$ cat src/rtl/iob_bus_arbiter2_pkg.sv
// Shared definitions for the two-master IOb arbiter: the owner/grant encoding and the
// bit layout of the IOb request {avalid, addr, wdata, wstrb} and response {rdata, rvalid, ready}.
package iob_bus_arbiter2_pkg;

    typedef enum logic {
        GNT_M0 = 1'b0,
        GNT_M1 = 1'b1
    } gnt_t;

    function automatic int req_w(input int addr_w, input int data_w);
        return 1 + addr_w + data_w + data_w / 8;
    endfunction

    function automatic int resp_w(input int data_w);
        return data_w + 2;
    endfunction

    // Request field offsets, counted from the LSB.
    function automatic int wstrb_lsb();
        return 0;
    endfunction

    function automatic int wdata_lsb(input int data_w);
        return data_w / 8;
    endfunction

    function automatic int addr_lsb(input int data_w);
        return data_w / 8 + data_w;
    endfunction

    function automatic int avalid_bit(input int addr_w, input int data_w);
        return data_w / 8 + data_w + addr_w;
    endfunction

    // Response field offsets.
    localparam int READY_BIT  = 0;
    localparam int RVALID_BIT = 1;
    localparam int RDATA_LSB  = 2;

endpackage

$ cat src/rtl/iob_bus_arbiter2_gnt.sv
// iob_arb_gnt: combinational grant for the two-master arbiter.
// Contention policy: fixed m1 priority, or alternating when IOB_ARB_ROUND_ROBIN_EN is defined.
module iob_arb_gnt
    import iob_bus_arbiter2_pkg::*;
(
    input  logic [1:0] i_avalid,
    input  gnt_t       i_owner,
    input  logic       i_rd_cnt_zero,
    output gnt_t       o_gnt
);

    always_comb begin
        o_gnt = i_owner;
        // With reads in flight the owner keeps the bus so responses stay in order.
        if (i_rd_cnt_zero) begin
            case (i_avalid)
                2'b01:   o_gnt = GNT_M0;
                2'b10:   o_gnt = GNT_M1;
`ifdef IOB_ARB_ROUND_ROBIN_EN
                2'b11:   o_gnt = (i_owner == GNT_M1) ? GNT_M0 : GNT_M1;
`else
                2'b11:   o_gnt = GNT_M1;
`endif
                default: o_gnt = i_owner;
            endcase
        end
    end

endmodule

$ cat src/rtl/iob_bus_arbiter2.sv
// Two-master (m0 = instruction, m1 = data) to one-slave IOb arbiter with outstanding-read
// tracking and response routing. Optional alternating contention policy: IOB_ARB_ROUND_ROBIN_EN.
module iob_bus_arbiter2
    import iob_bus_arbiter2_pkg::*;
#(
    parameter int ADDR_W = 32,
    parameter int DATA_W = 32,
    parameter int MAX_RD = 4
) (
    input  logic                                clk_i,
    input  logic                                arst_i,
    input  logic                                cke_i,
    input  logic [req_w(ADDR_W, DATA_W)-1:0]    m0_req_i,
    output logic [resp_w(DATA_W)-1:0]           m0_resp_o,
    input  logic [req_w(ADDR_W, DATA_W)-1:0]    m1_req_i,
    output logic [resp_w(DATA_W)-1:0]           m1_resp_o,
    output logic [req_w(ADDR_W, DATA_W)-1:0]    s_req_o,
    input  logic [resp_w(DATA_W)-1:0]           s_resp_i,
    output logic                                err_o
);

    localparam int REQ_W  = req_w(ADDR_W, DATA_W);
    localparam int STRB_W = DATA_W / 8;
    localparam int CNT_W  = $clog2(MAX_RD + 1);
    localparam int AV_BIT = avalid_bit(ADDR_W, DATA_W);
    localparam int WS_LSB = wstrb_lsb();

    gnt_t             r_owner;
    gnt_t             w_owner_next;
    logic [CNT_W-1:0] r_rd_cnt;
    logic [CNT_W-1:0] w_rd_cnt_next;
    logic             r_err;
    logic             w_err_next;

    gnt_t             w_gnt;
    logic [REQ_W-1:0] w_gnt_req;
    logic             w_rd_cnt_zero;
    logic             w_stall;
    logic             w_s_avalid;
    logic             w_s_ready;
    logic             w_s_rvalid;
    logic [DATA_W-1:0] w_s_rdata;
    logic             w_port_ready;
    logic             w_accept;
    logic             w_rd_accept;
    logic             w_rsp_ok;
    logic             w_rsp_bad;

    iob_arb_gnt u_gnt (
        .i_avalid      ({m1_req_i[AV_BIT], m0_req_i[AV_BIT]}),
        .i_owner       (r_owner),
        .i_rd_cnt_zero (w_rd_cnt_zero),
        .o_gnt         (w_gnt)
    );

    assign w_rd_cnt_zero = (r_rd_cnt == '0);
    assign w_stall       = (r_rd_cnt == CNT_W'(MAX_RD));
    assign w_gnt_req     = (w_gnt == GNT_M1) ? m1_req_i : m0_req_i;

    assign w_s_ready  = s_resp_i[READY_BIT];
    assign w_s_rvalid = s_resp_i[RVALID_BIT];
    assign w_s_rdata  = s_resp_i[RDATA_LSB +: DATA_W];

    // Handshake outputs are forced low while reset is held, not only after the first edge.
    assign w_s_avalid   = w_gnt_req[AV_BIT] & ~w_stall & ~arst_i;
    assign w_port_ready = w_s_ready & ~w_stall & ~arst_i;

    assign w_accept    = w_s_avalid & w_s_ready;
    assign w_rd_accept = w_accept & (w_gnt_req[WS_LSB +: STRB_W] == '0);
    assign w_rsp_ok    = w_s_rvalid & ~w_rd_cnt_zero;
    assign w_rsp_bad   = w_s_rvalid & w_rd_cnt_zero;

    assign s_req_o = {w_s_avalid, w_gnt_req[REQ_W-2:0]};

    assign m0_resp_o = {w_s_rdata,
                        w_rsp_ok & (r_owner == GNT_M0),
                        w_port_ready & (w_gnt == GNT_M0)};
    assign m1_resp_o = {w_s_rdata,
                        w_rsp_ok & (r_owner == GNT_M1),
                        w_port_ready & (w_gnt == GNT_M1)};

    assign err_o = r_err;

    always_comb begin
        w_owner_next  = r_owner;
        w_rd_cnt_next = r_rd_cnt;
        w_err_next    = r_err | w_rsp_bad;
        if (w_accept) begin
            w_owner_next = w_gnt;
        end
        // A read issued and a read answered in the same cycle cancel out.
        case ({w_rd_accept, w_rsp_ok})
            2'b10:   w_rd_cnt_next = r_rd_cnt + CNT_W'(1);
            2'b01:   w_rd_cnt_next = r_rd_cnt - CNT_W'(1);
            default: w_rd_cnt_next = r_rd_cnt;
        endcase
    end

    always_ff @(posedge clk_i or posedge arst_i) begin
        if (arst_i) begin
            r_owner  <= GNT_M0;
            r_rd_cnt <= '0;
            r_err    <= 1'b0;
        end else if (cke_i) begin
            r_owner  <= w_owner_next;
            r_rd_cnt <= w_rd_cnt_next;
            r_err    <= w_err_next;
        end
    end

endmodule

$ cat config.mk
export PLATFORM = sky130hd
export DESIGN_NAME = iob_bus_arbiter2
export DESIGN_NICKNAME = d
export VERILOG_FILES = /design/src/rtl/iob_bus_arbiter2_pkg.sv /design/src/rtl/iob_bus_arbiter2_gnt.sv /design/src/rtl/iob_bus_arbiter2.sv
export SDC_FILE = /design/constraint.sdc
export NUM_CORES = 1
export LEC_CHECK = 0
export ABC_AREA = 1
export ABC_CLOCK_PERIOD_IN_PS = 3400
export BUFFER_PORTS_ARGS = -buffer_cell sky130_fd_sc_hd__clkbuf_2
export CORE_AREA = 2 2 120 122
export DETAILED_ROUTE_END_ITERATION = 6
export DIE_AREA = 0 0 122 124
export PLACE_DENSITY_LB_ADDON = 0.1
export SYNTH_ARGS = -nofsm -noshare
export SYNTH_HDL_FRONTEND = slang
export SYNTH_SLANG_ARGS = --single-unit
$ cat constraint.sdc
create_clock -name clk_i -period 3.4 [get_ports clk_i]
set_input_delay 0.34 -clock clk_i [delete_from_list [all_inputs] [get_ports clk_i]]
set_output_delay 0.34 -clock clk_i [all_outputs]
set_load 0.005 [all_outputs]
Word level (Yosys, flattened, before mapping)
Cells that the tools add are included.
Widths: inputs -> output; s select.
{ "op_classes": {"n_addsub": 2, "eq_ne": 6, "muxes": 4, "bitwise_logic": 18, "n_reduce_logical": 6} }
{ "ops": {"columns": ["op", "n"], "rows": [
  ["$mux 69", 1],
  ["$and 1x1->1", 12],
  ["$eq 2x2->1 const B", 3],
  ["$pmux 3 s2", 1],
  ["$not 1->1", 5],
  ["$eq 2x1->1 const B", 2],
  ["$logic_not 4->1", 1],
  ["$reduce_and 2->1", 2],
  ["$add 3x1->3 const B", 1],
  ["$eq 3x3->1 const B", 1],
  ["$logic_not 3->1", 1],
  ["$sub 3x1->3 const B", 1],
  ["$pmux 1 s2", 1],
  ["$reduce_bool 2->1", 1],
  ["$reduce_or 2->1", 1],
  ["$mux 1", 1],
  ["$or 1x1->1", 1]
]} }
{ "totals": {"ff_bits": 5, "input_bits": 175, "output_inout_bits": 138} }

Longest topological paths before layout
Gate-level depths: netlist (run 1).
{ "depth": {"depth_word": 12, "mapped_depth": 15, "depth_no_buf": 15} }

Modules after synthesis
Synthesis (run 1) repeated with hierarchy kept, for this count alone.
{ "hier_totals": {"hier_cells": 344, "hier_area_um2": 1729.2} }
{ "modules_own_cells": {"columns": ["mod", "instances", "cells_per_inst", "area_each_um2", "seq_area_each_um2"], "rows": [
  ["iob_bus_arbiter2", 1, 340, 1714.1, 125.1],
  ["iob_arb_gnt", 1, 4, 15.0, 0.0]
]} }

Worst setup path after synthesis (run 1)
Ideal clock, no wire load.
{ "synth_timing": {"path_kind": "reg2reg", "from": "register r_rd_cnt[1]", "to": "register r_rd_cnt[2]", "setup_time_ns": 0.131, "arrival_time_ns": 2.045, "path_slack_ns": 1.224, "stages_incl_launch_ff": 16, "path_buffers": 0, "path_cell_list": "dfrtp_1 > nor2_4 > nand2_2 > inv_2 > nand2_2 > nand2_4 > nand2_1 > nand2_1 > nor2_1 > nand3_1 > ha_1 > inv_1 > fa_1 > a21oi_1 > o21ai_0 > xor2_1"} }
{ "synth_between": {"elab_cells_between_ends": 19, "classes_between": "add/sub: 2; eq/ne: 3; mux: 3; bitwise: 7; reduce/logical: 4"} }
{ "synth_lines": {"columns": ["item", "line_no", "text"], "rows": [
  ["start, declared", "iob_bus_arbiter2.sv:30", "logic [CNT_W-1:0] r_rd_cnt;"],
  ["start signal, assigned", "iob_bus_arbiter2.sv:106", "r_rd_cnt <= w_rd_cnt_next;"],
  ["$logic_not 3->1 *", "iob_bus_arbiter2.sv:56", "assign w_rd_cnt_zero = (r_rd_cnt == '0);"],
  ["$mux 1 *", "iob_bus_arbiter2_gnt.sv:15", "if (i_rd_cnt_zero) begin"],
  ["$mux 69 *", "iob_bus_arbiter2.sv:58", "assign w_gnt_req = (w_gnt == GNT_M1) ? m1_req_i : m0_req_i;"],
  ["named net s_req_o[0]", "iob_bus_arbiter2.sv:17", "output logic [req_w(ADDR_W, DATA_W)-1:0] s_req_o,"],
  ["$logic_not 4->1 *", "iob_bus_arbiter2.sv:69", "assign w_rd_accept = w_accept & (w_gnt_req[WS_LSB +: STRB_W] == '0);"],
  ["$and 1x1->1 *", "iob_bus_arbiter2.sv:69", null],
  ["$eq 2x1->1 or $eq 2x2->1 (tied branches)", "iob_bus_arbiter2.sv:92", "case ({w_rd_accept, w_rsp_ok})"],
  ["$reduce_bool 2->1 (no source line)", null, null],
  ["$reduce_and 2->1 (no source line)", null, null]
]} }
Mark *: on every way through the listed nets, which the timed path passes. The rest lies on a longest branch.
A chain may end at the register's enable or synchronous reset.

Worst setup path after layout (run 1)
{ "layout_timing": {"from": "register r_rd_cnt[1]", "to": "register r_rd_cnt[2]"} }
{ "layout_between": {"elab_chain_cells": 10, "elab_cells_between_ends": 19, "classes_between": "add/sub: 2; eq/ne: 3; mux: 3; bitwise: 7; reduce/logical: 4"} }
{ "layout_rtl": {"columns": ["item", "line_no", "text"], "rows": [
  ["$logic_not 3->1", "iob_bus_arbiter2.sv:56", null],
  ["$mux 1", "iob_bus_arbiter2_gnt.sv:15", null],
  ["$mux 69", "iob_bus_arbiter2.sv:58", null],
  ["$and 1x1->1 (2 in series)", "iob_bus_arbiter2.sv:65", "assign w_s_avalid = w_gnt_req[AV_BIT] & ~w_stall & ~arst_i;"],
  ["$and 1x1->1", "iob_bus_arbiter2.sv:68", "assign w_accept = w_s_avalid & w_s_ready;"],
  ["$and 1x1->1", "iob_bus_arbiter2.sv:69", null],
  ["$eq 2x1->1 or $eq 2x2->1 (tied branches)", "iob_bus_arbiter2.sv:92", null],
  ["$reduce_bool 2->1 (no source line)", null, null],
  ["$reduce_and 2->1 (no source line)", null, null]
]} }
Several ways; a longest one is shown, not always the timed one.

==> flow_summary.json, run 1 <==
{
  "outcome": "finished, final reports clean",
  "syn_nets": 518,
  "port_buffers": 216,
  "fill_cells": 1658,
  "postCtsHoldBufs": 0,
  "htree_levels": 1,
  "crit_arrival_ns": 2.74,
  "synth_area_leaders": "nand2_1 (41%), buf_4 (28%), dfrtp_1 (6.8%)",
  "clkSinkCount": 5,
  "ys_warn_count": 0,
  "crit_fanout": 39,
  "clock_latency_ns": 0.23,
  "async_flop_share": 1.00,
  "ff_latch_area_um2": 125,
  "synth_ff_type": "dfrtp_1",
  "drive_gt1_frac": 0.499,
  "netlist_area_um2": 1840,
  "grt_max_degree": 40,
  "cp_data_required_time_ns": 3.50,
  "cts_setup_buffers": 0,
  "dpl_worst_slack_ns": 0.644,
  "slew_headroom": 0.718,
  "wl_per_cell_um": 12.1,
  "ir_worst_vdd_mv": 0.213,
  "synth_top_area_cell": "nand2_1",
  "synth_commonest_cells": "nand2_1 (201), buf_4 (70), inv_1 (12), nand2_2 (12), nor2_1 (7)",
  "fin_crit_ns": 2.64,
  "cap_violations": 0,
  "grt_overflow": 0,
  "synth_most_common_cell": "nand2_1",
  "antenna_cells": 0,
  "fin_nets": 663,
  "core_area_um2": 13700,
  "setup_ws_ns": 0.759,
  "worst_slew_pin_slew_ns": 0.423,
  "cts_tree": "built",
  "synth_top_area_frac": 0.409,
  "grt_usage": 0.0912,
  "rsz0062_at_grt": "false",
  "io_pins": 313,
  "cts_made_buffers": 3,
  "finalClockSkew_ns": 0.00178,
  "num_vias": 2378,
  "antenna_found_initial": 0,
  "drv_slew": 0,
  "drcViolationCount": 0,
  "seq_area_frac_synth": 0.0678,
  "synth-seq-cells": 5,
  "wirelength_um": 8070,
  "fp.dieW_um": 122,
  "worstHoldPathType": "in2async",
  "synth_edf_count": 0,
  "drt_iter0_markers": 78,
  "syn_inst": 341,
  "first_pass_iters": 4,
  "dieArea_um2": 15100,
  "max_freq_ghz": 0.379,
  "fin_crit_sh": 0.777,
  "setup_viol": 0,
  "ant_nets": 0,
  "hpwl_um": 6910,
  "multiInputGateArea_um2": 1050,
  "place_congestion": 0.695,
  "clockBufferDepth": 2,
  "reg2reg_from": "r_rd_cnt[1]",
  "cts_root_buf": "clkbuf_16",
  "powerDensity_nw_per_um2": 729,
  "crit_start": "r_rd_cnt[1]",
  "finalHoldViolations": 0,
  "final_util": 0.192,
  "leakagePower_nw": 1.77,
  "grt_pass1_wl_um": 10900,
  "via_per_inst": 3.58,
  "ys_types": 25,
  "grt_pass1_vias": 2137,
  "setup_tns_ns": 0,
  "syn_to_final_growth_pct": 42.7,
  "cts-resized-gates": 0,
  "clk_pin_slew_worst_paths_ns": 0.04,
  "crit_path_end_kind": "register",
  "initial_core_util": 0.134,
  "syn_avg_cell_area_um2": 5.41,
  "rows": 43,
  "worst_setup_path_start_kind": "register",
  "die_h_um": 124,
  "worstSetupPathType": "reg2reg"
}
==> through the flow <==
stage                     power (mW)  cells  hold WS [ns]  instance area, um^2
final                           1.92    665        0.0168                 2630
after global routing            2.18    665        0.0575                 2630
after CTS                       1.99    665        0.0340                 2630
after detailed placement        1.79    661         0.271                 2550
after global placement          1.80    661         0.284                 2550
after floorplan                 1.21    341         0.119                 1840
==> area by class of cell <==
| cell class | count | share of cell area |
|---|---|---|
| clock buffers | 4 | 0.0300 |
| repair buffers | 219 | 0.419 |
| multi-input cells | 243 | 0.398 |
| inverters | 14 | 0.0200 |
| flip-flops and latches | 5 | 0.0476 |
| well taps | 180 | 0.0856 |
==> cell usage in the layout, fill, tap and decap left out, types with 2 or more instances in the layout <==
cell / synthesis / routed
inv_2: 2 / 2
nand4_1: 2 / 2
xor2_1: 2 / 2
inv_1: 12 / 12
nand2_2: 12 / 12
a21oi_1: 2 / 2
nand3_1: 4 / 4
buf_4: 70 / 3
nor3_1: 3 / 3
clkbuf_2: 0 / 216
nand2_1: 201 / 201
dfrtp_1: 5 / 5
clkbuf_16: 0 / 3
nor2_1: 7 / 7
o21ai_0: 2 / 2
==> power breakdown <==
part / leakage [nW] / switching [mW] / total, mW / internal (mW)
logic: 1.68 / 0.972 / 1.60 / 0.630
registers: 0.0587 / 0.0289 / 0.117 / 0.0881
clock network: 0.0382 / 0.0434 / 0.199 / 0.156
total: 1.77 / 1.04 / 1.92 / 0.874
==> logic make-up (layout without fill, tap and decap cells) <==
kind of cell,Yosys count,after routing,synth area share
xor gates and xnor gates,2,2,0.00950
adders and majority gates,2,2,0.0176
and+or+nand+nor,232,232,0.505
DFF,5,5,0.0678
buffers and inverters,93,237,0.365
AOI/OAI and AO/OA,7,7,0.0346
==> final timing paths <==
path	endpoint	cells after the start	slack, ns
hold / removal	r_rd_cnt[0]	2	0.02
min in group clk_i	err_o	2	0.37
hold reg to reg	err_o	1	0.47
setup / recovery	r_rd_cnt[2]	14	0.76
max in group asynchronous	r_owner	2	3.20
setup reg to reg	r_rd_cnt[2]	14	0.76
==> registers in the layout, summed over array words and instances (netlist names) <==
| signal | cells |
|---|---|
| r_rd_cnt | 3 |
| r_owner | 1 |
| err_o | 1 |
==> layer usage <==
layer | wire [um] | share of wire | track usage | vias up
met5 | 0 | 0 | 0 | -
met4 | 57 | 0.0071 | 0.0158 | 0
met3 | 1020 | 0.13 | 0.0348 | 8
met2 | 3890 | 0.48 | 0.160 | 173
met1 | 3110 | 0.39 | 0.107 | 954
li1 | - | - | - | 1243
==> worst max-delay path: stages (launching register included) <==
cell and delay, ns:
dfrtp_1 0.41, nor2_4 0.15, nand2_2 0.10, inv_2 0.11
nand2_2 0.07, nand2_4 0.32, nor2_1 0.12, nor3_1 0.18
nand3_1 0.12, ha_1 0.28, nor2_1 0.16, inv_1 0.09
a21oi_1 0.11, o21ai_0 0.12, xor2_1 0.16
No activity file was read; power rests on OpenSTA's default activity.
==> inputs of run 2 (changes only) <==
--- a/config.mk
+++ b/config.mk
@@ -6,7 +6,7 @@
 export NUM_CORES = 1
 export LEC_CHECK = 0
 export ABC_AREA = 1
-export ABC_CLOCK_PERIOD_IN_PS = 3400
+export ABC_CLOCK_PERIOD_IN_PS = 2100
 export BUFFER_PORTS_ARGS = -buffer_cell sky130_fd_sc_hd__clkbuf_2
 export CORE_AREA = 2 2 120 122
 export DETAILED_ROUTE_END_ITERATION = 6
==> constraint.sdc (replaced) <==
create_clock -name clk_i -period 2.1 [get_ports clk_i]
set_input_delay 0.21 -clock clk_i [delete_from_list [all_inputs] [get_ports clk_i]]
set_output_delay 0.21 -clock clk_i [all_outputs]
set_load 0.005 [all_outputs]
==> flow_summary.json, run 2 (synthesis results as in run 1) <==
{
  "violations": "setup timing",
  "clockBufferDepth": 2,
  "cts_root_buf": "clkbuf_16",
  "setup_viol": 3,
  "wl_per_cell_um": 12.2,
  "num_vias": 2554,
  "hpwl_um": 6840,
  "place_congestion": 0.682,
  "top_register": "r_rd_cnt",
  "core_area_um2": 13700,
  "fin_crit_sh": 1.04,
  "powerDensity_nw_per_um2": 1280,
  "slowest_stage": "dfrtp_1",
  "slew_headroom": 0.835,
  "die_h_um": 124,
  "finalHoldViolations": 0,
  "clock_latency_ns": 0.23,
  "worstSetupPathType": "reg2reg",
  "grt_pass1_wl_um": 11000,
  "crit_path_end_kind": "register",
  "leakagePower_nw": 1.97,
  "max_freq_ghz": 0.456,
  "fin_nets": 695,
  "cts_tree": "built",
  "cp_data_required_time_ns": 2.21,
  "rows": 43,
  "initial_core_util": 0.134,
  "crit_fanout": 5,
  "finalClockSkew_ns": 0.000563,
  "final_cell_mix": "clkbuf_2 (216), nand2_1 (191), buf_4 (29)",
  "port_buffers": 216,
  "worstHoldPathType": "in2reg",
  "fill_cells": 1624,
  "worst_slew_pin_slew_ns": 0.247,
  "htree_levels": 1,
  "worst_setup_path_start_kind": "register",
  "worstPathCellList": "nor2_4 -> nand2_4 -> o21ai_4 -> nand2_1 -> nand2_2 -> nor2_2 -> nand3_2 -> ha_4 -> inv_2 -> fa_2 -> a21oi_2 -> o21ai_2 -> xor2_1",
  "largest_reg_flops": 3,
  "rsz0062_at_grt": "true",
  "drive_gt1_frac": 0.567,
  "final_common_cell": "clkbuf_2",
  "ant_nets": 0,
  "grt_pass1_vias": 2262,
  "drcViolationCount": 0,
  "first_pass_iters": 4,
  "cap_violations": 0,
  "antenna_found_initial": 0,
  "fp.dieW_um": 122,
  "antenna_cells": 0,
  "grt_max_degree": 49,
  "clkSinkCount": 5,
  "grt_usage": 0.0912,
  "io_pins": 313,
  "clk_pin_slew_worst_paths_ns": 0.03,
  "fin_crit_ns": 2.19,
  "max_stage_delay_ns": 0.40,
  "setup_tns_ns": -0.173,
  "dieArea_um2": 15100,
  "final_util": 0.220,
  "via_per_inst": 3.66,
  "crit_arrival_ns": 2.30,
  "drt_iter0_markers": 43,
  "outcome": "finished, violations left",
  "cts_made_buffers": 3,
  "wirelength_um": 8470,
  "setup_ws_ns": -0.0922,
  "grt_overflow": 0,
  "ir_worst_vdd_mv": 0.409,
  "drv_slew": 0,
  "syn_to_final_growth_pct": 63.8
}
run 2: layout make-up:
class / count / area (um^2) / area share
Timing Repair Buffer: 251 / 1410 / 0.466
Multi-Input combinational cell: 243 / 1130 / 0.374
Tap cell: 180 / 225 / 0.0745
Sequential cell: 5 / 125 / 0.0414
Clock buffer: 4 / 78.8 / 0.0261
Inverter: 14 / 55.1 / 0.0182
run 2: through the flow:
step / area, um^2 / hold WS [ns] / total power [mW] / worst slack, ns / instances
final: 3020 / 0.255 / 3.86 / -0.0922 / 697
after global routing: 3020 / 0.267 / 4.34 / -0.211 / 697
after CTS: 2880 / 0.261 / 3.59 / -0.0942 / 693
after detailed placement: 2670 / 0.125 / 3.03 / -0.137 / 675
after global placement: 2670 / 0.135 / 3.07 / -0.125 / 675
after floorplan: 1850 / -0.0115 / 1.98 / 0.00884 / 341
run 2: critical path, delay by kind of cell, from the launching register on:
kind | cells | cell delay [ns]
compound gates | 3 | 0.45
xor+xnor | 1 | 0.14
fa+ha+maj | 2 | 0.48
buf+inv | 1 | 0.04
flops | 1 | 0.40
simple gates | 6 | 0.57
run 2: path summary, 6_finish.rpt:
check	start	to	slack, ns	cells past startpoint
max	r_rd_cnt[0]	r_rd_cnt[2]	-0.09	13
min	s_resp_i[1]	err_o	0.25	2
max reg2reg	r_rd_cnt[0]	r_rd_cnt[2]	-0.09	13
min reg2reg	err_o	err_o	0.47	1
max in group asynchronous	arst_i	r_rd_cnt[2]	1.50	3
min in group asynchronous	arst_i	r_rd_cnt[0]	0.43	3
run 2: what timing repair did:
item | in CTS | in global routing
gates cloned | 0 | 1
setup endpoints to repair | 49 | 47
resized for setup | 8 | 25
buffers inserted | 13 | 3
endpoints found under the hold margin | 5 | 0
hold buffers | 1 | 0
pin swaps | 9 | 11
run 2: where the power goes:
group | internal, mW | switching (mW) | total, mW | leakage (nW)
Sequential | 0.143 | 0.0324 | 0.175 | 0.0587
Combinational | 1.55 | 1.81 | 3.37 | 1.87
Clock | 0.252 | 0.0661 | 0.318 | 0.0382
Total | 1.95 | 1.91 | 3.86 | 1.97
run 2: routing by layer:
layer / routed length, um / GRT usage
met2: 4430 / 0.178
met3: 1050 / 0.0348
met5: 0 / 0
met4: 22 / 0.0108
met1: 2960 / 0.0944
==> inputs of run 3 (changes only) <==
--- a/config.mk
+++ b/config.mk
@@ -8,10 +8,11 @@
 export ABC_AREA = 1
 export ABC_CLOCK_PERIOD_IN_PS = 2100
 export BUFFER_PORTS_ARGS = -buffer_cell sky130_fd_sc_hd__clkbuf_2
-export CORE_AREA = 2 2 120 122
+export CORE_AREA = 2 2 122 124
 export DETAILED_ROUTE_END_ITERATION = 6
-export DIE_AREA = 0 0 122 124
+export DIE_AREA = 0 0 124 126
 export PLACE_DENSITY_LB_ADDON = 0.1
 export SYNTH_ARGS = -nofsm -noshare
 export SYNTH_HDL_FRONTEND = slang
+export SYNTH_HIERARCHICAL = 1
 export SYNTH_SLANG_ARGS = --single-unit
==> flow_summary.json, run 3 <==
{
  "io_pins": 313,
  "drv_slew": 0,
  "grt_overflow": 0,
  "syn_inst": 344,
  "netlist_area_um2": 1730,
  "synth_commonest_cells": "nand2_1 (212), buf_4 (71), inv_1 (21)",
  "clockBufferDepth": 2,
  "ys_types": 15,
  "top_register": "r_rd_cnt",
  "setup_tns_ns": -0.385,
  "synth_top_area_frac": 0.460,
  "clk_pin_slew_worst_paths_ns": 0.03,
  "first_pass_iters": 4,
  "dieArea_um2": 15600,
  "cap_violations": 0,
  "num_vias": 2544,
  "fin_cells": 706,
  "ff_latch_area_um2": 125,
  "drive_gt1_frac": 0.546,
  "grt_pass1_wl_um": 12000,
  "syn_nets": 521,
  "finalHoldViolations": 0,
  "hold_ws_ns": 0.249,
  "setup_ws_ns": -0.167,
  "wirelength_um": 8420,
  "reg2reg_depth": 16,
  "hold_path_depth": 2,
  "outcome": "finished, violations left",
  "final_common_cell": "clkbuf_2",
  "worstSetupPathType": "reg2reg",
  "cts_tree": "built",
  "max_freq_ghz": 0.441,
  "ir_worst_vdd_mv": 0.499,
  "clock_latency_ns": 0.22,
  "place_congestion": 0.674,
  "fin_nets": 700,
  "wl_per_cell_um": 11.9,
  "synth-seq-cells": 5,
  "seq_area_frac_synth": 0.0724,
  "worstHoldPathType": "in2reg",
  "core_area_um2": 14300,
  "hold_path_end": "err_o",
  "synth_most_common_cell": "nand2_1",
  "cts_made_buffers": 3,
  "via_per_inst": 3.60,
  "timing.rr.end": "r_rd_cnt[2]",
  "met2_length_um": 4420,
  "hpwl_um": 7010,
  "power_mw": 2.91,
  "slew_headroom": 0.798,
  "syn_avg_cell_area_um2": 5.03,
  "cts_root_buf": "clkbuf_16",
  "reg2reg_slack_ns": -0.17,
  "worstHoldStart": "s_resp_i[1]",
  "top_layer": "met4",
  "powerDensity_nw_per_um2": 976,
  "port_buffers": 216,
  "leakagePower_nw": 1.98,
  "reg2reg_from": "r_rd_cnt[1]",
  "grt_pass1_vias": 2541,
  "fp.dieW_um": 124,
  "crit_path_end_kind": "register",
  "placedCellCount": 680,
  "die_h_um": 126,
  "violations": "setup timing",
  "setup_viol": 4,
  "ant_nets": 0,
  "fin_crit_sh": 1.08,
  "ys_warn_count": 6,
  "dr_wl_met3_um": 1060,
  "crit_arrival_ns": 2.37,
  "antenna_found_initial": 0,
  "syn_to_final_growth_pct": 72.6,
  "rows": 44,
  "clkSinkCount": 5,
  "multiInputGateArea_um2": 1080,
  "synth_edf_count": 0,
  "drcViolationCount": 0,
  "drt_iter0_markers": 40,
  "antenna_cells": 0,
  "grt_usage": 0.0956,
  "largest_reg_flops": 3,
  "wl_met1_um": 2910,
  "synth_ff_type": "dfrtp_1",
  "fin_crit_ns": 2.27,
  "synth_top_area_cell": "nand2_1",
  "initial_core_util": 0.121,
  "finalClockSkew_ns": 0.00143,
  "synth_area_leaders": "nand2_1 (46%), buf_4 (31%), dfrtp_1 (7.2%)",
  "final_cell_mix": "clkbuf_2 (215), nand2_1 (199), buf_4 (32)",
  "worst_slew_pin_slew_ns": 0.303,
  "grt_max_degree": 66,
  "fill_cells": 1718,
  "async_flop_share": 1.00,
  "htree_levels": 1,
  "crit_fanout": 3,
  "rsz0062_at_grt": "true",
  "cp_data_required_time_ns": 2.21,
  "worst_setup_path_start_kind": "register"
}
==> run 3: changes by cell type after synthesis, sizes merged <==
cell	before	now
o21bai	1	0
inv	14	21
nand2	214	212
o21ai	3	4
nor2	9	11
nor3	3	0
nand3	4	2
clkbuf	0	1
==> run 3: how the worst max path moves through the flow <==
stage / startpoint / endpoint / slack, ns / cells after the start
6_report: r_rd_cnt[1] / r_rd_cnt[2] / -0.17 / 16
5_1_grt: r_rd_cnt[1] / r_rd_cnt[2] / -0.31 / 19
3_5_place_dp: r_rd_cnt[0] / r_rd_cnt[2] / -0.22 / 17
4_1_cts: r_rd_cnt[0] / r_rd_cnt[1] / -0.18 / 16
2_1_floorplan: r_rd_cnt[0] / r_rd_cnt[2] / -0.10 / 18
3_3_place_gp: r_rd_cnt[0] / r_rd_cnt[2] / -0.18 / 17
==> run 3: worst max-delay path: stages (launching register included) <==
cell and delay (ns):
dfrtp_1 0.38, nor2_2 0.15, nand2_2 0.09, buf_4 0.14, buf_4 0.12, buf_4 0.12
buf_4 0.12, buf_4 0.12, nand2_1 0.08, inv_1 0.09, ha_4 0.18, inv_4 0.05
fa_2 0.21, inv_2 0.04, nand2_2 0.05, nand3_2 0.08, xor2_1 0.14
==> run 3: cell type report <==
cell class | instances | area share
well taps | 184 | 0.0771
multi-input cells | 239 | 0.361
flip-flops and latches | 5 | 0.0419
inverters | 21 | 0.0298
repair buffers | 253 | 0.464
clock buffers | 4 | 0.0264
==> run 3: layer usage <==
layer  GRT usage  vias to the layer above
met4      0.0112                        0
met3      0.0281                        4
met1      0.0955                     1067
met5           0                        -
li1            -                     1305
met2       0.195                      168
==> run 3: cells by family (layout without fill, tap and decap cells) <==
logic type | count (synthesis) | count (layout) | synth area share
DFF | 5 | 5 | 0.0724
adders and majority gates | 2 | 2 | 0.0188
and+or+nand+nor | 227 | 228 | 0.497
AOI/OAI and AO/OA | 7 | 7 | 0.0224
buffers and inverters | 101 | 278 | 0.379
xor gates and xnor gates | 2 | 2 | 0.0101
==> run 3: timing repair <==
item,4_1_cts,5_1_grt
setup endpoints to repair,68,69
resized for setup,10,32
setup buffers,14,6
hold buffers,1,0
pin swaps,3,16
cloned,1,0
endpoints found under the hold margin,5,0
==> run 3: report_power, final <==
part / switching, mW / total [mW] / internal [mW]
Clock: 0.0558 / 0.307 / 0.251
Sequential: 0.0296 / 0.172 / 0.142
Combinational: 1.31 / 2.43 / 1.12
Total: 1.40 / 2.91 / 1.52
==> run 3: stage by stage <==
step / area [um^2] / setup WS, ns / util
finish: 2980 / -0.167 / 0.208
global route: 2980 / -0.308 / 0.208
CTS: 2830 / -0.178 / 0.198
detailed placement: 2590 / -0.223 / 0.181
global placement: 2590 / -0.184 / 0.181
floorplan: 1740 / -0.100 / -
